### src/rtl/vga_pixel_pipeline.sv
// Pixel stage behind the VGA timing controller: framebuffer fetch, sprite overlay,
// 3:3:3 to 8:8:8 expansion and sync alignment, all with a fixed 2-clock latency.
module vga_pixel_pipeline #(
  parameter int         SPRITE_W     = 16,
  parameter int         SPRITE_H     = 16,
  parameter logic [8:0] SPRITE_COLOR = 9'b111_100_000
) (
  input  logic        clk,
  input  logic        reset,
  input  logic [9:0]  X,
  input  logic [9:0]  Y,
  input  logic        display,
  input  logic        hs_in,
  input  logic        vs_in,
  output logic [14:0] fb_addr,
  input  logic [8:0]  fb_data,
  input  logic [9:0]  sprite_x,
  input  logic [9:0]  sprite_y,
  input  logic        sprite_valid,
  output logic        sprite_ready,
  output logic [7:0]  vga_R,
  output logic [7:0]  vga_G,
  output logic [7:0]  vga_B,
  output logic        vga_HS,
  output logic        vga_VS,
  output logic        vga_blank_n,
  output logic        frame_start
);

  localparam logic [10:0] SPR_W11 = 11'(SPRITE_W);
  localparam logic [10:0] SPR_H11 = 11'(SPRITE_H);

  logic [14:0] r_fb_addr;
  logic        r_vs_prev;
  logic        r_frame_start;
  logic        r_pend_full;
  logic [9:0]  r_pend_x;
  logic [9:0]  r_pend_y;
  logic        r_sprite_en;
  logic [9:0]  r_act_x;
  logic [9:0]  r_act_y;
  logic        r_act0, r_hit0, r_hs0, r_vs0;
  logic        r_act1, r_hit1, r_hs1, r_vs1;
  logic [7:0]  r_R, r_G, r_B;
  logic        r_HS, r_VS, r_blank_n;

  logic        w_active;
  logic [14:0] w_u;
  logic [14:0] w_v;
  logic [14:0] w_addr;
  logic [10:0] w_x_end;
  logic [10:0] w_y_end;
  logic        w_hit;
  logic        w_boundary;
  logic        w_capture;
  logic [8:0]  w_color;
  logic [7:0]  w_chan [3];

  assign w_active = display && (X < 10'd640) && (Y < 10'd480);

  // v*160 built as v*128 + v*32
  assign w_u    = {7'd0, X[9:2]};
  assign w_v    = {7'd0, Y[9:2]};
  assign w_addr = (w_v << 7) + (w_v << 5) + w_u;

  // 11-bit upper bounds clip the sprite at the right/bottom edge instead of wrapping
  assign w_x_end = {1'b0, r_act_x} + SPR_W11;
  assign w_y_end = {1'b0, r_act_y} + SPR_H11;
  assign w_hit   = r_sprite_en &&
                   (X >= r_act_x) && ({1'b0, X} < w_x_end) &&
                   (Y >= r_act_y) && ({1'b0, Y} < w_y_end);

  assign w_boundary   = r_vs_prev && !vs_in;
  assign sprite_ready = !r_pend_full;
  assign w_capture    = sprite_valid && !r_pend_full;

  always_comb begin
    w_color = 9'd0;
    if (r_act1) begin
      w_color = r_hit1 ? SPRITE_COLOR : fb_data;
    end
  end

  // channel 2 = R (bits 8:6), 1 = G, 0 = B
  generate
    for (genvar gi = 0; gi < 3; gi++) begin : g_expand
      assign w_chan[gi] = {w_color[3*gi+2 -: 3], w_color[3*gi+2 -: 3], w_color[3*gi+2 -: 2]};
    end
  endgenerate

  always_ff @(posedge clk) begin
    if (reset) begin
      r_fb_addr     <= 15'd0;
      r_vs_prev     <= 1'b0;
      r_frame_start <= 1'b0;
      r_pend_full   <= 1'b0;
      r_pend_x      <= 10'd0;
      r_pend_y      <= 10'd0;
      r_sprite_en   <= 1'b0;
      r_act_x       <= 10'd0;
      r_act_y       <= 10'd0;
      r_act0        <= 1'b0;
      r_hit0        <= 1'b0;
      r_hs0         <= 1'b1;
      r_vs0         <= 1'b1;
      r_act1        <= 1'b0;
      r_hit1        <= 1'b0;
      r_hs1         <= 1'b1;
      r_vs1         <= 1'b1;
      r_R           <= 8'd0;
      r_G           <= 8'd0;
      r_B           <= 8'd0;
      r_HS          <= 1'b1;
      r_VS          <= 1'b1;
      r_blank_n     <= 1'b0;
    end else begin
      r_vs_prev     <= vs_in;
      r_frame_start <= w_boundary;

      if (w_active) begin
        r_fb_addr <= w_addr;
      end

      r_act0 <= w_active;
      r_hit0 <= w_active && w_hit;
      r_hs0  <= hs_in;
      r_vs0  <= vs_in;

      r_act1 <= r_act0;
      r_hit1 <= r_hit0;
      r_hs1  <= r_hs0;
      r_vs1  <= r_vs0;

      r_R       <= w_chan[2];
      r_G       <= w_chan[1];
      r_B       <= w_chan[0];
      r_HS      <= r_hs1;
      r_VS      <= r_vs1;
      r_blank_n <= r_act1;

      // Capture only happens with an empty slot, commit only with a full one,
      // so a same-cycle capture waits for the following boundary.
      if (w_capture) begin
        r_pend_x    <= sprite_x;
        r_pend_y    <= sprite_y;
        r_pend_full <= 1'b1;
      end
      if (w_boundary && r_pend_full) begin
        r_act_x     <= r_pend_x;
        r_act_y     <= r_pend_y;
        r_sprite_en <= 1'b1;
        r_pend_full <= 1'b0;
      end
    end
  end

  assign fb_addr     = r_fb_addr;
  assign frame_start = r_frame_start;
  assign vga_R       = r_R;
  assign vga_G       = r_G;
  assign vga_B       = r_B;
  assign vga_HS      = r_HS;
  assign vga_VS      = r_VS;
  assign vga_blank_n = r_blank_n;

endmodule

### config.mk
export PLATFORM = sky130hd
export DESIGN_NAME = vga_pixel_pipeline
export DESIGN_NICKNAME = d
export VERILOG_FILES = /design/src/rtl/vga_pixel_pipeline.sv
export SDC_FILE = /design/constraint.sdc
export NUM_CORES = 1
export LEC_CHECK = 0
export CAP_MARGIN = 0
export CORE_ASPECT_RATIO = 0.5
export CORE_MARGIN = 3
export CORE_UTILIZATION = 30
export DETAILED_ROUTE_END_ITERATION = 16
export GPL_TIMING_DRIVEN = 0
export HOLD_SLACK_MARGIN = 0.1
export PLACE_DENSITY = 0.65
export SYNTH_ARGS = -nofsm -noshare
export SYNTH_HDL_FRONTEND = slang
export SYNTH_SLANG_ARGS = --single-unit
### constraint.sdc
create_clock -name clk -period 3.4 [get_ports clk]
set_clock_uncertainty 0.2 [all_clocks]
set_input_delay 1.02 -clock clk [delete_from_list [all_inputs] [get_ports clk]]
set_output_delay 1.02 -clock clk [all_outputs]
set_load 0.01 [all_outputs]
### Word level (Yosys, flattened, before mapping)

Cells that the tools add are included.

* add/subtract/negate cells: 4
* $lt $le $gt $ge: 6
* muxes and demuxes: 2
* reduce and logical (&&, ||, !) cells: 13

Operator list (count)
* $add 10x5->11 const B: 2
* $lt 10x11->1: 2
* $ge 10x10->1: 2
* $mux 9: 2
* $add 15x13->15: 1
* $add 15x8->15: 1
* $logic_and 1x1->1: 10
* $lt 10x10->1 const B: 1
* $lt 10x9->1 const B: 1
* $logic_not 1->1: 2
* $reduce_or 2->1: 1

* flip-flop bits (word level): 94
* input bits: 55
* output and inout port bits: 44
* logic and storage cells: 48

### Longest topological paths before layout

* depth after elaboration: 6
* depth in mapped cells: 10
* gate-level depth less buffers: 10

### Worst setup path before layout

No wires, ideal clock.

* path kind: input port to flip-flop
* start: input port X[9]
* end: register r_fb_addr[13] (netlist: fb_addr[13])
* library setup time: 86 ps
* arrival time: 2928 ps
* data required time: 3114 ps
* setup slack: 186 ps
* stages: 10
* path buffers: 0
* cells stage by stage: inv_1 > fa_1 > inv_1 > ha_1 > a21o_1 > a41oi_1 > o21ai_1 > o31ai_2 > xor2_1 > a211oi_1

* longest elaborated chain between the ends: 3
* elaborated cells between the ends (all ways): 4
* those cells by class: 1 x add/sub; 1 x order compare; 2 x reduce/logical

Ends and longest elaborated chain
* start: declaration: RTL line 10 `input logic [9:0] X,`
* $lt 10x10->1: RTL line 59 `assign w_active = display && (X < 10'd640) && (Y < 10'd480);`
* $logic_and 1x1->1 (2 in a row): RTL line 59
* end signal: assignment: RTL line 121 `r_fb_addr <= w_addr;`
* end: declaration: RTL line 33 `logic [14:0] r_fb_addr;`

Parallel ways exist; a longest one is shown, timed or not.
A chain may end at the register's enable or synchronous reset.

### Final worst setup path

* start: input port Y[2]
* end: register r_fb_addr[13] (netlist: fb_addr[13])

* longest elaborated chain between the ends: 2
* elaborated cells between the ends (all ways): 4
* those cells by class: 2 x add/sub; 1 x order compare; 1 x reduce/logical

Ends and longest elaborated chain
* start: declaration: RTL line 11 `input logic [9:0] Y,`
* $add 15x13->15 / $lt 10x9->1 (equally long branches): RTL line 64, 59
* $add 15x8->15 / $logic_and 1x1->1 (equally long branches): RTL line 64, 59

Parallel ways exist; a longest one is shown, timed or not.

==> impl_results.rst <==
.. list-table::
   :header-rows: 1

   * - Metric
     - Value
   * - Cell type with the highest aggregate area in the netlist
     - sky130_fd_sc_hd__dfxtp_1
   * - Number of filler instances in the final layout
     - 1277
   * - Placed Cells incl. Taps
     - 757
   * - Fin crit period
     - 3250 ps
   * - Area of the core
     - 13000 um2
   * - Final hold violation count
     - 0
   * - Overflow after GRT
     - 0
   * - Fraction of the cycle the final worst path needs
     - 95.5%
   * - DRC
     - 0
   * - Clock sink count
     - 79
   * - Largest cells by area after synthesis
     - sky130_fd_sc_hd__dfxtp_1 (39%), sky130_fd_sc_hd__ha_1 (15%), sky130_fd_sc_hd__nand2_1 (9.7%)
   * - Hold Path Class
     - reg -> reg
   * - Area added between synthesis and finish
     - 37.8%
   * - Kind of launch point of the worst setup path
     - primary input
   * - Post-synth EDFFs
     - 0
   * - Maximum number of pins on one net before global-route repair
     - 15
   * - Worst path buffer plus inverter count
     - 3
   * - CTS tree
     - built
   * - Root buffer selected by CTS
     - sky130_fd_sc_hd__clkbuf_16
   * - Final-report setup violation count
     - 0
   * - Most used flip-flop cell after synthesis
     - sky130_fd_sc_hd__dfxtp_1
   * - Transition time at the pin with the least slew margin
     - 570 ps
   * - Number of detailed-routing iterations run before antenna repair
     - 4
   * - Max-cap violations
     - 0
   * - Clock transition at the registers of the reported paths
     - 60 ps
   * - Maximum count of clock buffers along a single path
     - 2
   * - All-Layer GR Usage
     - 13.0%
   * - Total I/O pin count
     - 99
   * - Initial drt markers
     - 156
   * - Unrepaired setup endpoints after global routing
     - false
   * - Total clock buffers created by CTS
     - 9
   * - Drt via density
     - 4.49
   * - PwrDens
     - 420 nW/um2
   * - Fraction of the core area covered by cells at the end of the flow
     - 43.2%
   * - Fraction of power consumed by the clock network
     - 44.5%
   * - Fraction of registers with async set/reset
     - 0%
   * - Die Ht
     - 88.3 um
   * - Crit-path cells
     - clkdlybuf4s15_1, inv_1, fa_1, inv_1, ha_1, a21o_1, a41oi_2, o21ai_2, o31ai_2, xor2_1, a211oi_1
   * - Cell family contributing the most delay on the critical path
     - compound AO/OA/AOI/OAI gates
   * - Setup TNS
     - 0 ps
   * - Final #Nets
     - 704
   * - Post-synth top area share
     - 38.9%
   * - Highest achievable clock rate
     - 308 MHz
   * - Post-synthesis cell count
     - 489
   * - Share of total power in combinational logic
     - 14.1%
   * - Run status
     - completed
   * - Number of levels in the clock H-tree
     - 3
   * - YS warnings
     - 0
   * - Initial cell density of the core
     - 31.4%
   * - Final std cell area, no fill
     - 5600 um2
   * - Post-detailed-route count of antenna-violating nets
     - 0
   * - Final std cells w/o fill
     - 773
   * - Required time at the worst-slack endpoint
     - 3450 ps
   * - Critical path's largest stage delay
     - 540 ps
   * - First-pass GRT wire length
     - 15600 um
   * - DP Wirelength
     - 7800 um
   * - Flip-flop and latch count after synthesis
     - 79
   * - Share of total power in sequential cells
     - 41.4%
   * - Fraction of final layout cells sized beyond drive strength 1
     - 9.29%
   * - Power Internal
     - 1790 uW
   * - Number of slew-limit violations in the final report
     - 0
   * - Post-detailed-route wirelength per cell
     - 12.5 um
   * - Static power due to leakage
     - 0.00217 uW
   * - Sw Share
     - 23.8%
   * - Crit path DAT
     - 3290 ps
   * - Crit path capture type
     - register
   * - Mapped Nets
     - 595
   * - Number of global-route vias before repair
     - 3323
   * - Net load switching power
     - 559 uW
   * - Critical Setup Path Class
     - in -> reg
   * - Critical-path top delay cell
     - sky130_fd_sc_hd__fa_1
   * - Die ar.
     - 15100 um2
   * - Routability congestion estimate
     - 0.770
   * - Via count
     - 3467
   * - Clk_lat worst skew
     - 330 ps
   * - Worst rel slew slack
     - 62.0%
   * - Maximum fanout count along the critical path
     - 3
   * - Proportion of synthesized chip area in sequential cells
     - 38.9%
   * - Yosys cell types
     - 50
   * - Drt total wl
     - 9630 um
   * - Inserted Diodes
     - 0
   * - Netlist area before placement
     - 4060 um2
   * - Average footprint of a synthesized cell
     - 8.31 um2
   * - Antenna violations before repair
     - 0
   * - Most common cell type on the critical path
     - sky130_fd_sc_hd__inv_1
   * - Placement Cell Area
     - 5260 um2
   * - Power consumption
     - 2350 uW
   * - Worst IR drop on VDD
     - 0.284 mV
   * - Number of I/O port buffers
     - 98
   * - Die span in x
     - 171 um
   * - Site row count
     - 29
timing repair:
item	in CTS	in global routing
setup buffers	0	0
pin swaps	0	1
gates resized for setup	4	9
hold buffers	0	0
endpoints found under the setup margin	3	2
cloned	0	0
area by class of cell:
class	instances	area [um2]	share of cell area (%)
repair buffers	98	973	17.4
well taps	170	213	3.80
clock buffers	10	239	4.27
inverters	33	124	2.21
flip-flops and latches	79	1580	28.3
clock inverters	6	90.1	1.61
plain buffers	33	185	3.31
multi-input cells	344	2190	39.2
cell usage in the layout (no fill, tap or decap), types with 2 or more instances in the layout:
cell,synthesis,routed
sky130_fd_sc_hd__a211oi_1,3,3
sky130_fd_sc_hd__nand3_1,10,10
sky130_fd_sc_hd__nand2_1,105,105
sky130_fd_sc_hd__a21o_1,4,4
sky130_fd_sc_hd__xnor2_1,9,9
sky130_fd_sc_hd__nor2b_1,11,10
sky130_fd_sc_hd__inv_2,2,2
sky130_fd_sc_hd__clkbuf_16,0,9
sky130_fd_sc_hd__nand4_1,5,5
sky130_fd_sc_hd__clkbuf_2,0,2
sky130_fd_sc_hd__clkdlybuf4s50_1,0,94
sky130_fd_sc_hd__nor3_1,7,7
sky130_fd_sc_hd__fa_1,2,2
sky130_fd_sc_hd__clkbuf_1,12,12
sky130_fd_sc_hd__buf_4,15,15
sky130_fd_sc_hd__buf_1,2,2
sky130_fd_sc_hd__dfxtp_1,79,79
sky130_fd_sc_hd__nand2b_1,4,4
sky130_fd_sc_hd__ha_1,49,49
sky130_fd_sc_hd__buf_2,4,4
sky130_fd_sc_hd__inv_1,30,30
sky130_fd_sc_hd__o21ai_0,8,8
sky130_fd_sc_hd__and2_1,5,5
sky130_fd_sc_hd__xor2_1,2,2
sky130_fd_sc_hd__o211ai_1,2,2
sky130_fd_sc_hd__inv_6,0,2
sky130_fd_sc_hd__o21a_1,4,4
sky130_fd_sc_hd__nor2_1,20,20
sky130_fd_sc_hd__a21oi_1,62,62
sky130_fd_sc_hd__o21ai_2,1,2
sky130_fd_sc_hd__o21ai_1,3,2
sky130_fd_sc_hd__a2111oi_0,2,2
sky130_fd_sc_hd__or2_2,6,6
sky130_fd_sc_hd__bufinv_16,0,2
cells in the mapped netlist (2+ instances only):
| library cell | n |
|---|---|
| sky130_fd_sc_hd__o21ai_1 | 3 |
| sky130_fd_sc_hd__buf_4 | 15 |
| sky130_fd_sc_hd__nand3_1 | 10 |
| sky130_fd_sc_hd__nand2b_1 | 4 |
| sky130_fd_sc_hd__a2111oi_0 | 2 |
| sky130_fd_sc_hd__xnor2_1 | 9 |
| sky130_fd_sc_hd__buf_1 | 2 |
| sky130_fd_sc_hd__dfxtp_1 | 79 |
| sky130_fd_sc_hd__o21a_1 | 4 |
| sky130_fd_sc_hd__and2_1 | 5 |
| sky130_fd_sc_hd__o21ai_0 | 8 |
| sky130_fd_sc_hd__a21oi_1 | 62 |
| sky130_fd_sc_hd__clkbuf_1 | 12 |
| sky130_fd_sc_hd__nor3_1 | 7 |
| sky130_fd_sc_hd__inv_1 | 30 |
| sky130_fd_sc_hd__ha_1 | 49 |
| sky130_fd_sc_hd__nor2_1 | 20 |
| sky130_fd_sc_hd__inv_2 | 2 |
| sky130_fd_sc_hd__fa_1 | 2 |
| sky130_fd_sc_hd__a211oi_1 | 3 |
| sky130_fd_sc_hd__or2_2 | 6 |
| sky130_fd_sc_hd__o211ai_1 | 2 |
| sky130_fd_sc_hd__a21o_1 | 4 |
| sky130_fd_sc_hd__xor2_1 | 2 |
| sky130_fd_sc_hd__buf_2 | 4 |
| sky130_fd_sc_hd__nand2_1 | 105 |
| sky130_fd_sc_hd__nand4_1 | 5 |
| sky130_fd_sc_hd__nor2b_1 | 11 |
through the flow:
step / setup WS, ps / hold slack (ps)
global route: 20.6 / 229
finish: 154 / 208
floorplan: 186 / 189
detailed placement: -624 / 196
CTS: 18.2 / 209
global placement: -583 / 193
power by group through the flow:
stage / Combinational (uW) / Clock, uW / Sequential [uW]
finish: 331 / 1050 / 972
global route: 370 / 1120 / 975
CTS: 328 / 1070 / 972
detailed placement: 328 / 0 / 992
global placement: 322 / 0 / 991
floorplan: 175 / 0 / 995
state kept, by name (all words and copies together), names as in the netlist, 3 cells and up:
register,count
vga_R,3
vga_G,3
vga_B,3
r_act_x,10
r_pend_y,10
fb_addr,15
r_act_y,10
r_pend_x,10
path summary, 6_finish.rpt:
check,start,to,slack [ps],cells after the start
min reg2reg,r_hs0$_SDFF_PP1_,r_hs1$_SDFF_PP1_,210,1
max reg2reg,r_act_x[4]$_SDFFE_PP0P_,r_hit0$_SDFF_PP0_,980,8
max,Y[2],fb_addr[13]$_SDFFE_PP0P_,150,11
min,r_hs0$_SDFF_PP1_,r_hs1$_SDFF_PP1_,210,1
cell families (layout without fill, tap and decap cells):
| kind of cell | Yosys count | in the layout | share of synthesized area, % |
|---|---|---|---|
| AND/OR/NAND/NOR | 183 | 183 | 20.7 |
| AO/OA/AOI/OAI | 98 | 98 | 14.1 |
| flip-flops | 79 | 79 | 38.9 |
| buffers and inverters | 66 | 180 | 7.61 |
| adder cells (fa/ha/maj) | 51 | 51 | 16.1 |
| XOR/XNOR | 11 | 11 | 2.37 |
| multiplexers | 1 | 1 | 0.246 |
per-layer routing:
metal  vias up  global-route usage, %  routed length, um
li1       1849                      -                  -
met1      1563                   17.1               4700
met2        48                   21.1               4340
met3         7                   4.24                517
met4         0                   2.65                 74
met5         -                      0                  0
No activity file was read; power rests on OpenSTA's default activity.
